**src/rtl/data_ram_pkg.sv**
```systemverilog
// Shared types and helpers for the data RAM load/store front end.
package data_ram_pkg;

  typedef enum logic [1:0] {
    SZ_B   = 2'd0,
    SZ_H   = 2'd1,
    SZ_W   = 2'd2,
    SZ_ILL = 2'd3
  } size_e;

  typedef enum logic [1:0] {
    IDLE,
    RD,
    RSP
  } state_e;

  // Byte-enable pattern for an access of the given size at byte offset off.
  function automatic logic [3:0] be_mask(size_e size, logic [1:0] off);
    logic [3:0] base;
    case (size)
      SZ_B:    base = 4'b0001;
      SZ_H:    base = 4'b0011;
      SZ_W:    base = 4'b1111;
      default: base = 4'b0000;
    endcase
    return base << off;
  endfunction

endpackage

```
**src/rtl/load_align.sv**
```systemverilog
// Extracts the addressed byte/half/word from a RAM read word and extends it to 32 bits.
module load_align
  import data_ram_pkg::*;
(
  input  logic [31:0] dout_i,
  input  logic [1:0]  off_i,
  input  size_e       size_i,
  input  logic        unsigned_i,
  output logic [31:0] data_o
);

  logic [31:0] shifted;

  always_comb begin
    shifted = dout_i >> {off_i, 3'b000};
    case (size_i)
      SZ_B:    data_o = {{24{~unsigned_i & shifted[7]}}, shifted[7:0]};
      SZ_H:    data_o = {{16{~unsigned_i & shifted[15]}}, shifted[15:0]};
      SZ_W:    data_o = shifted;
      default: data_o = '0;
    endcase
  end

endmodule

```
**src/rtl/data_ram_ctrl.sv**
```systemverilog
// Load/store front end for the byte-write data RAM: one outstanding request, checked for
// alignment and range, with a held valid/ready response.
module data_ram_ctrl
  import data_ram_pkg::*;
#(
  parameter int unsigned MEM_SIZE_WORDS = 4096,
  localparam int unsigned ADDR_WIDTH = $clog2(MEM_SIZE_WORDS)
) (
  input  logic                  clk,
  input  logic                  rstn,
  input  logic                  req_valid,
  output logic                  req_ready,
  input  logic                  req_we,
  input  logic [31:0]           req_addr,
  input  logic [1:0]            req_size,
  input  logic                  req_unsigned,
  input  logic [31:0]           req_wdata,
  output logic                  rsp_valid,
  input  logic                  rsp_ready,
  output logic [31:0]           rsp_rdata,
  output logic                  rsp_err,
  output logic [3:0]            ram_we,
  output logic [ADDR_WIDTH-1:0] ram_addr,
  output logic [31:0]           ram_di,
  input  logic [31:0]           ram_dout
);

  state_e      state_q;
  size_e       size_q;
  logic        unsigned_q;
  logic [1:0]  off_q;
  logic [31:0] load_data;

  size_e       req_size_e;
  logic        range_err;
  logic        align_err;
  logic        req_err;
  logic        accept;

  assign req_size_e = size_e'(req_size);
  assign range_err  = |req_addr[31:ADDR_WIDTH+2];
  assign align_err  = (req_size_e == SZ_ILL) ||
                      (req_size_e == SZ_H && req_addr[0]) ||
                      (req_size_e == SZ_W && req_addr[1:0] != 2'b00);
  assign req_err    = range_err | align_err;

  // Gating with rstn keeps a store in its handshake cycle from reaching the RAM during reset.
  assign req_ready = rstn && (state_q == IDLE);
  assign accept    = req_valid && req_ready;
  assign rsp_valid = (state_q == RSP);

  assign ram_addr = req_addr[ADDR_WIDTH+1:2];
  assign ram_we   = (accept && req_we && !req_err) ? be_mask(req_size_e, req_addr[1:0]) : 4'b0000;

  always_comb begin
    case (req_size_e)
      SZ_B:    ram_di = {4{req_wdata[7:0]}};
      SZ_H:    ram_di = {2{req_wdata[15:0]}};
      default: ram_di = req_wdata;
    endcase
  end

  load_align u_load_align (
    .dout_i     (ram_dout),
    .off_i      (off_q),
    .size_i     (size_q),
    .unsigned_i (unsigned_q),
    .data_o     (load_data)
  );

  always_ff @(posedge clk or negedge rstn) begin
    if (!rstn) begin
      state_q    <= IDLE;
      size_q     <= SZ_B;
      unsigned_q <= 1'b0;
      off_q      <= 2'b00;
      rsp_rdata  <= '0;
      rsp_err    <= 1'b0;
    end else begin
      case (state_q)
        IDLE: begin
          if (accept) begin
            size_q     <= req_size_e;
            unsigned_q <= req_unsigned;
            off_q      <= req_addr[1:0];
            rsp_rdata  <= '0;
            rsp_err    <= req_err;
            state_q    <= (req_we || req_err) ? RSP : RD;
          end
        end
        RD: begin
          rsp_rdata <= load_data;
          state_q   <= RSP;
        end
        RSP: begin
          if (rsp_ready) state_q <= IDLE;
        end
        default: state_q <= IDLE;
      endcase
    end
  end

endmodule

```
**config.mk**
```make
export PLATFORM = sky130hd
export DESIGN_NAME = data_ram_ctrl
export DESIGN_NICKNAME = d
export VERILOG_FILES = /design/src/rtl/data_ram_pkg.sv /design/src/rtl/load_align.sv /design/src/rtl/data_ram_ctrl.sv
export SDC_FILE = /design/constraint.sdc
export NUM_CORES = 1
export LEC_CHECK = 0
export BUFFER_PORTS_ARGS = -buffer_cell sky130_fd_sc_hd__buf_2
export CAP_MARGIN = 30
export CELL_PAD_IN_SITES_DETAIL_PLACEMENT = 1
export CELL_PAD_IN_SITES_GLOBAL_PLACEMENT = 1
export CORE_MARGIN = 1.5
export CORE_UTILIZATION = 30
export DETAILED_ROUTE_END_ITERATION = 7
export GPL_ROUTABILITY_DRIVEN = 0
export PLACE_DENSITY_LB_ADDON = 0.1
export SLEW_MARGIN = 20
export SYNTH_ARGS = -nofsm -noshare
export SYNTH_HDL_FRONTEND = slang
export SYNTH_SLANG_ARGS = --single-unit
```
**constraint.sdc**
```tcl
create_clock -name clk -period 6.9 [get_ports clk]
set_input_delay 1.38 -clock clk [delete_from_list [all_inputs] [get_ports clk]]
set_output_delay 1.38 -clock clk [all_outputs]
set_load 0.02 [all_outputs]
```
==> impl_metrics.tcl <==
set metrics [dict create \
    outcome "complete, no violations" \
    synth-main-ff-cell "dfrtp_1" \
    cts_hold_buf 0 \
    intPower_uw 450 \
    yosysSeqAreaShare_pct 36.1 \
    setup_viol 0 \
    dieArea_um2 9830 \
    netlist_area_um2 2770 \
    worstSetupEndpointType "output port" \
    cp-start-kind "primary input" \
    cts_buffers 5 \
    p_sw_share_pct 33.9 \
    yosys.area.top_type "dfrtp_1" \
    fp.coreArea_um2 8850 \
    syn_inst 298 \
    path_clk_slew_ns 0.08 \
    worst-setup-path-type "in -> out" \
    synth_area_leaders "dfrtp_1 (36%), mux2_2 (8.5%), mux2i_1 (6.5%), buf_4 (6.0%), a221o_1 (5.8%)" \
    root_buffer "clkbuf_8" \
    die_h_um 99.1 \
    finalHoldViolations 0 \
    layout-drive-gt1-share_pct 47.3 \
    drcViolationCount 0 \
    r2r-end "rsp_rdata[29]" \
    yosysMostFrequentCell "dfrtp_1" \
    vias 2745 \
    power_uw 681 \
    rsz0062_at_grt "false" \
    worstRegToRegCells 4 \
    cts_sinks 40 \
    wl_per_cell_um 16.4 \
    grt_max_degree 44 \
    hold_path_startpoint "rsp_rdata[9]" \
    fmax_mhz 212 \
    ys_ff_latch 40 \
    cts_tree "built" \
    yosys-top-cells-count "dfrtp_1 (40), nand2_1 (35), o21ai_0 (23), buf_4 (22), mux2_2 (21)" \
    die_x_um 99.1 \
    antenna_found_initial 0 \
    worst_pin_slew_ns 0.681 \
    holdPathEnd "rsp_rdata[9]" \
    timing.final.ws_setup_ns 2.19 \
    min_period_ns 4.71 \
    utilization_pct 40.8 \
    via_per_inst 5.11 \
    drt_iter0_markers 59 \
    track_usage_pct 17.9 \
    wirelength_um 8820 \
    cts_buffer_depth 2 \
    period_share_pct 68.2 \
    clkPwrFrac_pct 28.5 \
    start_util_pct 31.3 \
    postSynthNetCount 406 \
    synth_edf_count 0 \
    leakage_uw 0.00193 \
    detail_route.first_pass.iterations 5 \
    yosys_warnings 0 \
    avgSynthCellArea_um2 9.30 \
    fillers 1105 \
    cp_max_fo 43 \
    rows 34 \
    placed_area_um2 3490 \
    stdcell_area_um2 3610 \
    syn_to_final_growth_pct 30.3 \
    ant_nets 0 \
    postCtsSetupRepairBufs 0 \
    seqPwrFrac_pct 36.8 \
    portBuffers 162 \
    drv_slew 0 \
    grt_pass1_wl_um 14200 \
    grt-ovfl-total 0 \
    async_flop_share_pct 100 \
    htreeDepth 2 \
    drv_cap 0 \
    critPathRequiredTime_ns 5.52 \
    antenna_cells 0 \
    pre_cts_slack_ns 2.15 \
    ys_types 36 \
    switching_power_uw 231 \
    pwr_density_cell_nw_per_um2 188 \
    dp_hpwl_um 6920 \
    finClkSkew_ns 0.00688 \
    crit_arrival_ns 3.33 \
    fin_nets 536 \
    grt_pass1_vias 2763 \
    hold_class "reg -> reg" \
    rrSetupSlack_ns 4.68 \
    io_pins 187 \
    r2r_start "state_q[0]" \
    combinationalPowerShare_pct 34.7 \
    max_slew_margin_pct 54.5 \
    synth.top_cell.area_share_pct 36.1 \
    vdd_drop_max_uv 83.3 \
    worstSkewPairLatency_ns 0.29 \
    fin_setup_tns_ns 0 \
    cts_resized 0 \
    worstHoldPathCells 2 \
]
-- metrics by stage --
stage	hold WS (ns)	std cells
2_1_floorplan	0.526	298
5_1_grt	0.517	537
3_5_place_dp	0.475	528
3_3_place_gp	0.458	527
6_report	0.484	537
4_1_cts	0.495	536
-- power by group through the flow --
stage	sequential, uW	clock, uW	combinational [uW]
after CTS	250	200	239
after detailed placement	255	0	238
after floorplan	248	0	180
after global placement	255	0	236
after global routing	252	209	262
final	250	194	236
-- registers in the layout (all words and copies together) (netlist names) --
signal,cells
rsp_err,1
state_q,2
unsigned_q,1
rsp_rdata,32
off_q,2
size_q,2
-- cells in the final DEF (no fill, tap or decap), types with 2 or more instances in the layout --
| cell | netlist | final |
|---|---|---|
| nand2_1 | 35 | 35 |
| o21ai_1 | 3 | 3 |
| a21oi_1 | 18 | 18 |
| and3_1 | 5 | 5 |
| ha_1 | 4 | 4 |
| clkbuf_8 | 0 | 5 |
| a221o_1 | 16 | 16 |
| buf_6 | 1 | 2 |
| nor4_1 | 5 | 5 |
| mux2i_1 | 18 | 18 |
| or2_2 | 2 | 2 |
| nor2_1 | 14 | 14 |
| inv_1 | 5 | 5 |
| buf_4 | 22 | 4 |
| o21ai_0 | 23 | 23 |
| dfrtp_1 | 40 | 40 |
| mux2_2 | 21 | 21 |
| nor3_1 | 4 | 4 |
| nor2b_1 | 3 | 3 |
| nand3b_1 | 9 | 9 |
| a22o_1 | 8 | 8 |
| buf_2 | 8 | 162 |
| a22oi_1 | 8 | 8 |
-- worst max-delay path by stage --
stage                  to  cells after the start   startpoint
3_5_place_dp    ram_we[2]                      8         rstn
3_3_place_gp   ram_di[23]                      6  req_size[0]
6_report        ram_we[0]                      8         rstn
2_1_floorplan  ram_di[22]                      6  req_size[1]
5_1_grt         ram_we[2]                      8         rstn
4_1_cts         ram_we[2]                      8         rstn
-- layer usage --
metal  track usage, %  wire, um  up-vias
met4             3.47        75        0
met1             23.7      3870     1319
met5                0         0        -
met2             31.0      4420       93
li1                 -         -     1325
met3             3.23       454        8
-- logic make-up after synthesis --
| logic type | Yosys count | share of synthesized area (%) |
|---|---|---|
| and+or+nand+nor | 84 | 15.4 |
| AOI/OAI and AO/OA | 79 | 20.1 |
| buffers and inverters | 50 | 10.4 |
| muxes | 40 | 15.8 |
| DFF | 40 | 36.1 |
| adders and majority gates | 4 | 1.81 |
| xor gates and xnor gates | 1 | 0.316 |
-- layout make-up --
type	instances	area [um2]	area share (%)
multi-input cells	208	1480	41.1
flip-flops and latches	40	1000	27.7
repair buffers	168	863	23.9
well taps	108	135	3.74
clock buffers	5	68.8	1.90
clock inverters	3	42.5	1.18
inverters	5	18.8	0.519
-- worst max-delay path, cell delays in order --
cell	delay, ns
buf_2	0.08
buf_4	0.44
nor4bb_1	0.38
buf_4	0.22
inv_1	0.07
nor3_1	0.37
and3_1	0.23
buf_2	0.16
Note: power is estimated with default switching activity, not from simulation.
